===== src/rtl/btb_param.sv =====
// btb_param: direct-mapped branch target buffer with per-entry 2-bit
// hysteresis counters, a global enable, single-cycle flush and saturating
// statistics counters. Lookup is combinational; updates land on posedge.
module btb_param #(
    parameter int          ADDR_W   = 16,
    parameter int          IDX_W    = 4,
    parameter logic [1:0]  CNT_INIT = 2'b01,
    parameter int          STAT_W   = 16
) (
    input  logic              clk,
    input  logic              rst_n,
    input  logic              en,
    input  logic              fetch_valid,
    input  logic [ADDR_W-1:0] fetch_pc,
    output logic              pred_hit,
    output logic              pred_taken,
    output logic [ADDR_W-1:0] pred_target,
    input  logic              upd_valid,
    input  logic [ADDR_W-1:0] upd_pc,
    input  logic              upd_taken,
    input  logic [ADDR_W-1:0] upd_target,
    input  logic              upd_mispredict,
    input  logic              flush,
    input  logic              stat_clr,
    output logic [STAT_W-1:0] stat_lookups,
    output logic [STAT_W-1:0] stat_hits,
    output logic [STAT_W-1:0] stat_mispredicts
);

    localparam int ENTRIES = 2 ** IDX_W;
    localparam int TAG_W   = ADDR_W - IDX_W;

    // Table storage, one slot per index.
    logic              valid_q  [ENTRIES];
    logic [TAG_W-1:0]  tag_q    [ENTRIES];
    logic [ADDR_W-1:0] target_q [ENTRIES];
    logic [1:0]        cnt_q    [ENTRIES];

    logic [STAT_W-1:0] lookups_q, lookups_d;
    logic [STAT_W-1:0] hits_q, hits_d;
    logic [STAT_W-1:0] mispredicts_q, mispredicts_d;

    // Fetch-side decode.
    logic [IDX_W-1:0] f_idx;
    logic [TAG_W-1:0] f_tag;
    logic             f_hit;

    // Update-side decode and the next value of the addressed entry.
    logic [IDX_W-1:0]  u_idx;
    logic [TAG_W-1:0]  u_tag;
    logic              u_hit;
    logic              u_we;
    logic              entry_valid_d;
    logic [TAG_W-1:0]  entry_tag_d;
    logic [ADDR_W-1:0] entry_target_d;
    logic [1:0]        entry_cnt_d;

    assign f_idx = fetch_pc[IDX_W-1:0];
    assign f_tag = fetch_pc[ADDR_W-1:IDX_W];
    assign u_idx = upd_pc[IDX_W-1:0];
    assign u_tag = upd_pc[ADDR_W-1:IDX_W];

    // Combinational lookup from the flop table; sees pre-update contents.
    always_comb begin
        f_hit       = valid_q[f_idx] && (tag_q[f_idx] == f_tag);
        pred_hit    = en && fetch_valid && f_hit;
        pred_taken  = pred_hit && cnt_q[f_idx][1];
        pred_target = pred_hit ? target_q[f_idx] : '0;
    end

    // Next state of the entry addressed by the update port. Not-taken misses
    // leave the entry alone, so the write enable excludes them.
    always_comb begin
        u_hit          = valid_q[u_idx] && (tag_q[u_idx] == u_tag);
        u_we           = en && upd_valid && !flush && (u_hit || upd_taken);
        entry_valid_d  = valid_q[u_idx];
        entry_tag_d    = tag_q[u_idx];
        entry_target_d = target_q[u_idx];
        entry_cnt_d    = cnt_q[u_idx];
        if (u_hit) begin
            if (upd_taken) begin
                entry_cnt_d    = (cnt_q[u_idx] == 2'b11) ? 2'b11 : cnt_q[u_idx] + 2'b01;
                entry_target_d = upd_target;
            end else begin
                entry_cnt_d    = (cnt_q[u_idx] == 2'b00) ? 2'b00 : cnt_q[u_idx] - 2'b01;
            end
        end else if (upd_taken) begin
            entry_valid_d  = 1'b1;
            entry_tag_d    = u_tag;
            entry_target_d = upd_target;
            entry_cnt_d    = 2'b10;
        end
    end

    // Table state: flush wins over a same-cycle update. Flush is an explicit
    // invalidate and acts even while prediction is disabled.
    always_ff @(posedge clk or negedge rst_n) begin
        if (!rst_n) begin
            for (int i = 0; i < ENTRIES; i++) begin
                valid_q[i]  <= 1'b0;
                tag_q[i]    <= '0;
                target_q[i] <= '0;
                cnt_q[i]    <= CNT_INIT;
            end
        end else if (flush) begin
            for (int i = 0; i < ENTRIES; i++) begin
                valid_q[i] <= 1'b0;
                cnt_q[i]   <= CNT_INIT;
            end
        end else if (u_we) begin
            valid_q[u_idx]  <= entry_valid_d;
            tag_q[u_idx]    <= entry_tag_d;
            target_q[u_idx] <= entry_target_d;
            cnt_q[u_idx]    <= entry_cnt_d;
        end
    end

    // Saturating statistics next-state; clear beats any increment.
    always_comb begin
        lookups_d     = lookups_q;
        hits_d        = hits_q;
        mispredicts_d = mispredicts_q;
        if (stat_clr) begin
            lookups_d     = '0;
            hits_d        = '0;
            mispredicts_d = '0;
        end else if (en) begin
            if (fetch_valid && (lookups_q != '1))
                lookups_d = lookups_q + 1'b1;
            if (pred_hit && (hits_q != '1))
                hits_d = hits_q + 1'b1;
            if (upd_valid && upd_mispredict && (mispredicts_q != '1))
                mispredicts_d = mispredicts_q + 1'b1;
        end
    end

    // Statistics registers.
    always_ff @(posedge clk or negedge rst_n) begin
        if (!rst_n) begin
            lookups_q     <= '0;
            hits_q        <= '0;
            mispredicts_q <= '0;
        end else begin
            lookups_q     <= lookups_d;
            hits_q        <= hits_d;
            mispredicts_q <= mispredicts_d;
        end
    end

    assign stat_lookups     = lookups_q;
    assign stat_hits        = hits_q;
    assign stat_mispredicts = mispredicts_q;

endmodule


===== config.mk =====
export PLATFORM = sky130hd
export DESIGN_NAME = btb_param
export DESIGN_NICKNAME = d
export VERILOG_FILES = /design/src/rtl/btb_param.sv
export SDC_FILE = /design/constraint.sdc
export NUM_CORES = 1
export LEC_CHECK = 0
export ABC_AREA = 1
export CORE_MARGIN = 2
export CORE_UTILIZATION = 40
export CTS_CLUSTER_DIAMETER = 100
export CTS_CLUSTER_SIZE = 24
export DETAILED_ROUTE_END_ITERATION = 16
export GPL_ROUTABILITY_DRIVEN = 0
export PLACE_DENSITY_LB_ADDON = 0.15
export SYNTH_ARGS = -nofsm -noshare
export SYNTH_HDL_FRONTEND = slang
export SYNTH_SLANG_ARGS = --single-unit

===== constraint.sdc =====
create_clock -name clk -period 3.3 [get_ports clk]
set_input_delay 0.66 -clock clk [delete_from_list [all_inputs] [get_ports clk]]
set_output_delay 0.66 -clock clk [all_outputs]
set_load 0.02 [all_outputs]

==> out/metrics.cfg <==
[synthesis]
synth_top_family_by_area=simple AND/OR/NAND/NOR gates
ys_async_sr_fraction_pct=100
synth_flop_cell=dfrtp_1
syn_area_um2=30800
ys_types=43
synthAdderAreaFrac_pct=0.122
synth_edf_count=0
syn-num-nets=4408
muxShareOfSynthArea_pct=0
synthCells=4348
syn_area_per_cell_um2=7.09
synth-seq-area-share_pct=44.2
synth_compound_area_share_pct=21.1
synth_xor_area_share_pct=0.455
ys_ff_latch=544
synth_warnings=0
synth-simple-area-share_pct=22.7

[sta]
setup_slack_ps=-76.0
worst_pin_slew_ps=1190
fmax_ghz=0.296
finalCritPeriodShare_pct=102
period_needed_ps=3380
maxSlewHeadroom_pct=19.9
maxSlewViolCount=0
rsz0062_at_grt=true
hold_slack_ps=36.0
hold_viol_final=0
setup_viol=17
finClkSkew_ps=30.2

[floorplanning]
io_pins=123
dieArea_um2=79300
die_h_um=282
initial_core_util_pct=40.5
rows=101
core_area_um2=76100
die_w_um=282

[cells_and_area]
final_area_um2=37300
final_nets=4586
mostFrequentLayoutCell=nand2_1
layout-drive-gt1-share_pct=12.6
layout_common_cells=nand2_1, o21ai_0, dfrtp_1
area_growth_pct=20.9
final_cells=5583

[placed_design]
port_buffers=122
post-place-cells=5475
hpwl_um=73000
post_dp_cell_area_um2=35000
place_ws_ps=-628

[worst_setup_path]
cp_cell_sequence=clkbuf_16, clkinv_16, buf_12, buf_4, a21oi_2, o21ai_1, nand3_1, nand3_2, o21ai_2, xor2_2, nor2_1, nand4_1, buf_12, buf_12, nor2_1, buf_4
crit_buf_inv=7
critical_path_arrival_ps=2720
start_kind=input port
worstSetupEndpoint=pred_target[4]
startpoint=fetch_pc[0]
timing.rr.start=tag_q[131]
cp_data_required_time_ps=2640
r2r_slack_ps=80
rr_endpoint=stat_hits[13]
critical_path_class=input port to output port
crit_fanout=8
path_depth=16
cp_slowest_cell=xor2_2
critPathTopFamily=buffers and inverters
endpoint_kind=output port
critPathMaxStageDelay_ps=260
reg2regPathDepth=26
crit_top_cell=buf_12

[clock_tree]
cts.clk_slew.worst_paths_ps=90
clock_latency_ps=600
cts.htree.levels=2
cts_root_buf=clkbuf_16
cts.sinks=544
cts_tree=built
numCtsBuffers=34
cts_buffer_depth=3

[drt]
drcViolationCount=0
ant_nets=0
via_per_inst=5.49
drt_iter0_drc=3497
drt-pass1-iter-count=6
wl_per_cell_um=20.9
vias=30700
wl_um=117000

[grt]
grt_pass1_wl_um=177000
grt_overflow=0
antenna_found_initial=0
grt_pass1_vias=28500
grt_max_degree=101
grtUsageTotal_pct=29.2

[outcome]
violations=setup timing
status=finished, violations left

[pwr]
peakVddDrop_uv=303
power.density_nw_per_um2=430
p_leak_uw=0.0178
total_power_uw=16000

[job]
cap_violations=0

[min_path]
hp-class=input port to async pin

[layer usage]
layer / global-route usage, % / share of wire [%]
met5: 0 / 0
met4: 10.1 / 3.6
met3: 3.31 / 8.1
met2: 45.5 / 45
met1: 42.0 / 44
[registers in the layout, summed over array words and instances, names as in the netlist]
register	flops
valid_q	16
stat_lookups	16
stat_hits	16
tag_q	192
target_q	256
stat_mispredicts	16
cnt_q	32
[report_power, final]
group	switching, µW	internal (µW)	leakage, µW	total [µW]
combinational	2110	1190	0.0113	3300
sequential	336	7360	0.00589	7700
clock	2680	2340	0.000584	5020
total	5120	10900	0.0178	16000
[worst min path at each step]
stage,to,slack (ps),from,depth (start not counted)
3_5_place_dp,tag_q[151],490,tag_q[151],2
2_1_floorplan,cnt_q[11],360,rst_n,0
4_1_cts,target_q[209],50,rst_n,1
6_report,target_q[209],40,rst_n,1
3_3_place_gp,tag_q[104],480,tag_q[104],2
5_1_grt,target_q[17],40,rst_n,1
[Yosys cell counts (all sizes together), types with 13 or more instances]
| cell | n | area share (%) |
|---|---|---|
| nand2 | 1222 | 15 |
| o21ai | 791 | 13 |
| dfrtp | 528 | 43 |
| inv | 511 | 6.2 |
| nand3 | 264 | 4.3 |
| a21oi | 261 | 4.2 |
| clkbuf | 185 | 2.3 |
| nor2 | 167 | 2.3 |
| buf | 130 | 2.8 |
| o22ai | 129 | 2.6 |
| nand4 | 34 | 0.69 |
| a22oi | 16 | 0.39 |
| dfstp | 16 | 1.4 |
| xor2 | 13 | 0.37 |
[cell families after synthesis]
group / after synthesis
AOI/OAI and AO/OA: 1240
xor gates and xnor gates: 16
adders and majority gates: 3
buffers and inverters: 829
DFF: 544
and+or+nand+nor: 1716
[worst register-to-register path: cells and delay by family (launching register included)]
family	cells	cell delay [ps]
AND/OR/NAND/NOR	9	840
flip-flops	1	410
AO/OA/AOI/OAI	2	120
buffers and inverters	15	1820
[stage by stage]
| step | setup TNS, ps | utilization, % |
|---|---|---|
| 5_1_grt | -3690 | 49.0 |
| 3_3_place_gp | -298960 | 46.0 |
| 3_5_place_dp | -284370 | 46.0 |
| 2_1_floorplan | 0 | - |
| 4_1_cts | -1040 | 48.3 |
| 6_report | -874 | 49.0 |
[layout make-up]
class	count	area, µm²
Antenna cell	1	2.50
Clock buffer	43	1010
Clock inverter	19	186
Fill cell	7585	38800
Inverter	514	1960
Multi-Input combinational cell	2975	14200
Sequential cell	544	13600
Tap cell	1030	1290
Timing Repair Buffer	456	4980
Timing Repair inverter	1	11.3
[what timing repair did]
action,4_1_cts,5_1_grt
buffers inserted,24,14
hold buffers,0,0
cloned,5,9
gates resized for setup,172,110
endpoints found under the setup margin,29,414
pin swaps,12,32
Note: power is estimated with default switching activity, not from simulation.
